## src/rtl/sink_arbiter.sv

```systemverilog
// Round-robin arbiter that funnels PORTS egress streams into one registered sink stage and flags when every port has delivered LIMIT flits.
// Optional accept trace: define SINK_ARB_TRACE_EN (simulation only; prints to stdout).
module sink_arbiter #(
    parameter int WIDTH   = 32,
    parameter int PORTS   = 4,
    parameter int P_WIDTH = $clog2(PORTS),
    parameter int LIMIT   = 100
) (
    input  logic                     clk,
    input  logic                     rst,
    input  logic [PORTS*WIDTH-1:0]   data_in,
    input  logic [PORTS-1:0]         valid_in,
    output logic [PORTS-1:0]         ready_out,
    output logic [WIDTH-1:0]         data_out,
    output logic                     valid_out,
    input  logic                     ready_in,
    output logic [P_WIDTH-1:0]       grant_id,
    output logic                     done
);
    localparam logic [15:0]        LIMIT_C = 16'(LIMIT);
    localparam logic [P_WIDTH-1:0] LAST_C  = P_WIDTH'(PORTS - 1);

    logic [P_WIDTH-1:0] ptr_reg;
    logic [P_WIDTH-1:0] win;
    logic               any_valid;
    logic               load;
    logic               accept;
    logic [WIDTH-1:0]   flit [PORTS];
    logic [PORTS-1:0]   full;
    logic [WIDTH-1:0]   data_out_reg;
    logic [P_WIDTH-1:0] grant_id_reg;
    logic               valid_out_reg;
    logic               done_reg;

    // First requester at or after ptr, wrapping modulo PORTS.
    always_comb begin
        win       = '0;
        any_valid = 1'b0;
        for (int k = 0; k < PORTS; k++) begin
            int idx;
            idx = int'(ptr_reg) + k;
            if (idx >= PORTS) idx = idx - PORTS;
            if (!any_valid && valid_in[idx]) begin
                any_valid = 1'b1;
                win       = P_WIDTH'(idx);
            end
        end
    end

    assign load   = !valid_out_reg || ready_in;
    // Requests are ignored while reset is held so nothing is handshaken away.
    assign accept = rst && load && any_valid;

    generate
        for (genvar gi = 0; gi < PORTS; gi++) begin : g_port
            logic [15:0] cnt_reg;

            assign flit[gi]      = data_in[gi*WIDTH +: WIDTH];
            assign ready_out[gi] = accept && (win == P_WIDTH'(gi));
            assign full[gi]      = (cnt_reg == LIMIT_C);

            always_ff @(posedge clk or negedge rst) begin
                if (!rst) begin
                    cnt_reg <= '0;
                end else if (ready_out[gi] && !full[gi]) begin
                    cnt_reg <= cnt_reg + 16'd1;
                end
            end
        end
    endgenerate

    always_ff @(posedge clk or negedge rst) begin
        if (!rst) begin
            ptr_reg       <= '0;
            data_out_reg  <= '0;
            grant_id_reg  <= '0;
            valid_out_reg <= 1'b0;
            done_reg      <= 1'b0;
        end else begin
            if (load) begin
                if (any_valid) begin
                    data_out_reg  <= flit[win];
                    grant_id_reg  <= win;
                    valid_out_reg <= 1'b1;
                    ptr_reg       <= (win == LAST_C) ? '0 : win + 1'b1;
                end else begin
                    valid_out_reg <= 1'b0;
                end
            end
            done_reg <= &full;
        end
    end

    assign data_out  = data_out_reg;
    assign grant_id  = grant_id_reg;
    assign valid_out = valid_out_reg;
    assign done      = done_reg;

`ifdef SINK_ARB_TRACE_EN
    logic [15:0] cnt_view [PORTS];

    generate
        for (genvar gi = 0; gi < PORTS; gi++) begin : g_view
            assign cnt_view[gi] = g_port[gi].cnt_reg;
        end
    endgenerate

    always @(posedge clk) begin
        if (accept) begin
            $display("%0t port=%0d src=%h cnt=%0d", $time, win, flit[win],
                     full[win] ? cnt_view[win] : cnt_view[win] + 16'd1);
        end
    end
`endif

endmodule
```

## config.mk

```make
export PLATFORM = sky130hd
export DESIGN_NAME = sink_arbiter
export DESIGN_NICKNAME = d
export VERILOG_FILES = /design/src/rtl/sink_arbiter.sv
export SDC_FILE = /design/constraint.sdc
export NUM_CORES = 1
export LEC_CHECK = 0
export ABC_AREA = 1
export BUFFER_PORTS_ARGS = -buffer_cell sky130_fd_sc_hd__buf_2
export CAP_MARGIN = 25
export CORE_MARGIN = 5
export CORE_UTILIZATION = 31
export CTS_CLUSTER_DIAMETER = 30
export CTS_CLUSTER_SIZE = 14
export DETAILED_ROUTE_END_ITERATION = 8
export SLEW_MARGIN = 15
export SYNTH_ARGS = -nofsm -noshare
export SYNTH_HDL_FRONTEND = slang
export SYNTH_SLANG_ARGS = --single-unit
export TNS_END_PERCENT = 20
```

## constraint.sdc

```tcl
create_clock -name clk -period 6.11 [get_ports clk]
set_input_delay 0.611 -clock clk [delete_from_list [all_inputs] [get_ports clk]]
set_output_delay 0.611 -clock clk [all_outputs]
set_load 0.02 [all_outputs]
```

== Yosys cells after proc, flatten, opt, wreduce, memory -nomap -nowiden ==
Cells that the tools add are included.

* Input port bits: 135
* Register bits after elaboration: 102
* ROM bits: 0
* Memories: 0
* Output and inout bits: 40
* Bits in writable memories: 0
* Word-level logic and storage cells: 92
* Bits in latches: 0

* Muxes and demuxes: 29
* Multiply operators: 0
* Bitwise operators: 1
* Magnitude comparators: 9
* Equal/unequal tests: 7
* $add $sub $neg: 12
* Divide/modulo/power cells: 0
* Shift operators: 0
* Reductions and logical operators: 25

{| class="wikitable"
|+ Operator list
! cell !! number
|-
| $mux W32 || 6
|-
| $lt A32 B4 Y1 const B || 4
|-
| $add A16 B1 Y16 const B || 4
|-
| $bmux W32 S2 || 1
|-
| $eq A16 B7 Y1 const B || 4
|-
| $logic_and A1 B1 Y1 || 13
|-
| $mux W1 || 13
|-
| $ge A3 B3 Y1 const B || 4
|-
| $sub A3 B3 Y4 const B || 3
|-
| $mux W2 || 5
|-
| $bmux W1 S2 || 4
|-
| $logic_not A1 Y1 || 8
|-
| $add A2 B2 Y3 const B || 2
|-
| $eq A2 B2 Y1 const B || 2
|-
| $reduce_and A4 Y1 || 1
|-
| $sub A2 B3 Y4 const B || 1
|-
| $add A2 B1 Y3 const B || 1
|-
| $ge A2 B3 Y1 const B || 1
|-
| $not A2 Y3 || 1
|-
| $add A2 B1 Y2 const B || 1
|-
| $eq A2 B1 Y1 const B || 1
|-
| $logic_not A2 Y1 || 1
|-
| $reduce_and A2 Y1 || 1
|-
| $logic_or A1 B1 Y1 || 1
|}

== Depth between registers and ports, before layout ==
* Word-level depth: 19
* Depth in mapped cells: 17
* Depth with buffers taken out: 15

== Least setup slack after synthesis ==
OpenSTA, ideal clock, no wires.

* Path type: input to output
* Start point: in valid_in[3]
* End point: out ready_out[1]
* Data required time: 5.499 ns
* Arrival: 1.877 ns
* Stages on the path: 10
* Path buffers: 1
* Path slack: 3.622 ns
* Path through: inv_1 > nand2_1 > nand3_1 > nand2_1 > nor2_2 > nand3_1 > nand2_2 > nand2_4 > nor3_4 > buf_2

* Longest elaborated chain between the ends: 15
* Elaborated cells on any way between the ends: 29
* Classes of those cells: eq/ne (1); mux (20); reduce/logical (8)

{| class="wikitable"
|+ RTL lines
! element !! line !! source
|-
| start, declared || 12 || <nowiki>input logic [PORTS-1:0] valid_in,</nowiki>
|-
| $bmux W1 S2 || 43 || <nowiki>if (!any_valid && valid_in[idx]) begin</nowiki>
|-
| $mux W1 (not written as such) (2 in series) || 43 ||
|-
| $mux W1 || 43 ||
|-
| $logic_not A1 Y1 || 43 ||
|-
| $logic_and A1 B1 Y1 || 43 ||
|-
| $mux W1 || 43 ||
|-
| $logic_not A1 Y1 || 43 ||
|-
| $logic_and A1 B1 Y1 || 43 ||
|-
| $mux W1 || 43 ||
|-
| $logic_not A1 Y1 || 43 ||
|-
| $logic_and A1 B1 Y1 || 43 ||
|-
| $mux W2 / $mux W1 (equally long branches) || 43 ||
|-
| $eq A2 B1 Y1 / $logic_and A1 B1 Y1 (equally long branches) || 59, 52 ||
|-
| $logic_and A1 B1 Y1 * || 59 || <nowiki>assign ready_out[gi] = accept && (win == P_WIDTH'(gi));</nowiki>
|-
| end, declared || 13 || <nowiki>output logic [PORTS-1:0] ready_out,</nowiki>
|}

Every way passes the cells marked *; elsewhere a longest branch is shown, timed or not. The select of a mux whose other input is x is not followed.

== Worst setup path after layout ==
* Start point: reg ptr_reg[0]
* End point: out ready_out[1]

* Longest elaborated chain between the ends: 17
* Elaborated cells on any way between the ends: 44
* Classes of those cells: add/sub (7); order compare (4); eq/ne (1); mux (24); reduce/logical (8)

{| class="wikitable"
|+ RTL lines
! element !! line !! source
|-
| start, declared || 23 || <nowiki>logic [P_WIDTH-1:0] ptr_reg;</nowiki>
|-
| start signal, assigned || 85 || <nowiki>ptr_reg <= (win == LAST_C) ? '0 : win + 1'b1;</nowiki>
|-
| parallel branches: the longest is 16 deep, another holds $sub A3 B3 Y4 || n/a ||
|-
| $logic_and A1 B1 Y1 * || 59 ||
|}

Mark *: on every way between the ends. The select of a mux whose other input is x is not followed.

==> impl_metrics.py <==
metrics = {
    "drt": {
        "initialDrtViolationCount": 685,
        "first_pass_iters": 5,
        "via_count": 6972,
        "viasPerCell": 4.67,
        "ant_nets": 0,
        "wire_per_inst_um": 12.9,
        "wl_um": 19300,
        "drc_errors": 0,
    },
    "synth": {
        "synth_common_cells": "567 x nand2_1, 127 x nand3_1, 102 x dfrtp_1, 48 x inv_1, 40 x xor2_1",
        "synthArstFlopShare_pct": 100,
        "synthCells": 1062,
        "ys_warn_count": 0,
        "synth_top_area_share_pct": 37.1,
        "synth_nets": 1205,
        "synth_fa_ha_area_share_pct": 1.45,
        "synthDominantAreaCellType": "dfrtp_1",
        "synth-edff-count": 0,
        "synth_xor_area_share_pct": 7.12,
        "syn_avg_cell_area_um2": 6.49,
        "dominantRegCellSynth": "dfrtp_1",
        "synth_compound_area_share_pct": 0.563,
        "synth_top_family_by_area": "simple AND/OR/NAND/NOR gates",
        "ys_types": 33,
        "synthMuxAreaShare_pct": 0,
        "synthTopCellsByArea": "dfrtp_1 37%, nand2_1 31%, nand3_1 9.2%",
        "synth.cell_area_mm2": 0.00689,
        "synth_most_common_cell": "nand2_1",
        "synth-seq-cells": 102,
        "yosys.area_share.simple_pct": 47.9,
        "synth.yosys.seq_area_share_pct": 37.1,
    },
    "place": {
        "numPortBuffers": 174,
        "hpwlAfterDp_um": 13900,
        "gp_congestion": 0.846,
    },
    "min_path": {
        "min_path_type": "in2async",
    },
    "power_and_ir_drop": {
        "peakVddDrop_mv": 0.411,
        "powerDensity_mw_per_mm2": 496,
        "power.leakage_nw": 4.71,
        "p_total_mw": 4.10,
    },
    "critical_path": {
        "cp-start-kind": "flop",
        "slowest_delay_ns": 0.76,
        "cp.arrival_ns": 3.65,
        "worstPathCellList": "inv_2, nand2_1, nand3_1, nand2_1, a21oi_1, nand2_2, buf_4, nand2_4, nor3_4, buf_2",
        "cp-end-kind": "output port",
        "crit_path_max_fanout": 70,
        "reg2reg_depth": 12,
        "r2r_slack_ns": 2.43,
        "r2r-end": "g_port[1].cnt_reg[6]",
        "crit_top_cell": "nand2_1",
        "path_class": "reg2out",
        "timing.rr.start": "ptr_reg[0]",
        "required_ns": 5.50,
        "slowest_stage": "nor3_4",
    },
    "timing": {
        "clock_skew_ns": 0.0122,
        "setup_viol": 0,
        "max_freq_ghz": 0.235,
        "rsz0062_at_grt": "false",
        "fin_crit_ns": 4.26,
        "slew_viol_final": 0,
        "relSlewSlack_pct": 39.1,
        "final.period_utilization_pct": 69.7,
        "hold_viol_final": 0,
        "worst_pin_slew_ns": 0.912,
        "final.setup.tns_ns": 0,
    },
    "global_routing": {
        "grt.total_usage_pct": 15.2,
        "grt_use_met3_pct": 3.39,
        "grt_overflow": 0,
        "use_met1_pct": 20.6,
        "use_met2_pct": 24.4,
        "grt_max_degree": 71,
        "antenna_found_initial": 0,
        "grt_pass1_wl_um": 32700,
        "grt_pass1_vias": 6635,
        "top_usage_layer": "met2",
    },
    "final_layout": {
        "largest_register_ffs": 64,
        "diodes": 0,
        "area_delta_synth_final_pct": 20.1,
        "nets": 1351,
        "drive_gt1_share_pct": 18.1,
    },
    "clocking": {
        "clkLatencyLatePin_ns": 0.36,
        "tritoncts": "yes",
        "ctsHoldBuffers": 0,
        "cts_num_sinks": 102,
        "post_cts.repair.setup_buffers": 0,
        "h-tree-depth": 3,
        "clock_path_buffers": 2,
        "clockRootBuffer": "clkbuf_16",
        "numCtsBuffers": 9,
        "post_cts_resized": 0,
        "clkTransAtPathRegs_ns": 0.07,
    },
    "floorplanning": {
        "fp.coreArea_mm2": 0.0218,
        "die_w_um": 159,
        "initial_core_util_pct": 31.6,
        "die_area_mm2": 0.0253,
        "ios": 175,
        "num_rows": 54,
        "die_h_um": 159,
    },
    "outcome": {
        "outcome": "finished, final reports clean",
    },
    "run": {
        "maxCapViolCount": 0,
    },
}
-- cell type report --
type | count | area [µm²]
repair buffers | 180 | 918
clock inverters | 4 | 58.8
well taps | 280 | 350
flip-flops and latches | 102 | 2550
inverters | 53 | 199
clock buffers | 12 | 267
fillers | 2356 | 13500
multi-input cells | 862 | 3930
-- how the worst max path moves through the flow --
stage	cells past startpoint	endpoint	slack (ns)	start
floorplan	10	ready_out[1]	3.62	valid_in[3]
CTS	10	ready_out[1]	1.76	ptr_reg[0]
global placement	12	ready_out[1]	2.14	valid_in[0]
detailed placement	12	ready_out[1]	2.12	valid_in[0]
finish	10	ready_out[1]	1.85	ptr_reg[0]
global route	10	ready_out[1]	1.40	ptr_reg[0]
-- through the flow --
step / worst slack, ns / area, µm² / utilization, % / hold WS [ns] / cells
2_1_floorplan: 3.62 / 6890 / - / 0.315 / 1062
3_3_place_gp: 2.14 / 7950 / 36.4 / 0.457 / 1477
3_5_place_dp: 2.12 / 7950 / 36.4 / 0.459 / 1477
4_1_cts: 1.76 / 8280 / 37.9 / 0.271 / 1493
5_1_grt: 1.40 / 8280 / 37.9 / 0.298 / 1493
6_report: 1.85 / 8280 / 37.9 / 0.245 / 1493
-- critical path: cells and delay by family (launching register included) --
family	cells	cell delay [ns]
flops	1	0.56
compound gates	1	0.07
simple gates	6	1.69
buf+inv	3	0.96
-- cell usage in the layout, fill, tap and decap left out, types with 2 or more instances in the layout --
| cell type | netlist | final |
|---|---|---|
| dfrtp_1 | 102 | 102 |
| nor3b_1 | 2 | 2 |
| nor3_4 | 2 | 2 |
| clkbuf_8 | 0 | 3 |
| inv_2 | 4 | 4 |
| nand3_1 | 127 | 127 |
| nand2_1 | 567 | 566 |
| xnor2_1 | 16 | 16 |
| buf_2 | 20 | 173 |
| or2_2 | 2 | 2 |
| nor4_1 | 12 | 12 |
| nand4_1 | 10 | 10 |
| xor2_1 | 40 | 40 |
| nor2_1 | 36 | 36 |
| inv_6 | 0 | 2 |
| nor2_2 | 3 | 3 |
| buf_4 | 2 | 7 |
| inv_1 | 48 | 48 |
| nor3_1 | 17 | 17 |
| nand2_2 | 8 | 9 |
| clkbuf_16 | 0 | 9 |
| ha_1 | 8 | 8 |
| o21ai_0 | 3 | 3 |
-- cells by family after synthesis --
family / after synthesis
AO/OA/AOI/OAI: 7
XOR/XNOR: 56
adder cells (fa/ha/maj): 8
buffers and inverters: 98
flip-flops: 102
AND/OR/NAND/NOR: 791
-- metal layers --
layer  vias to the layer above  wire, µm
met5                         -         0
met3                        20      1040
li1                       3614         -
met2                       182      8910
met4                         0       354
met1                      3156      8960
-- report_power, final --
group / switching [mW] / total [mW] / internal [mW]
combinational: 1.76 / 2.50 / 0.742
clock: 0.269 / 0.627 / 0.357
sequential: 0.127 / 0.978 / 0.852
Power figures use the tool's default switching activity.
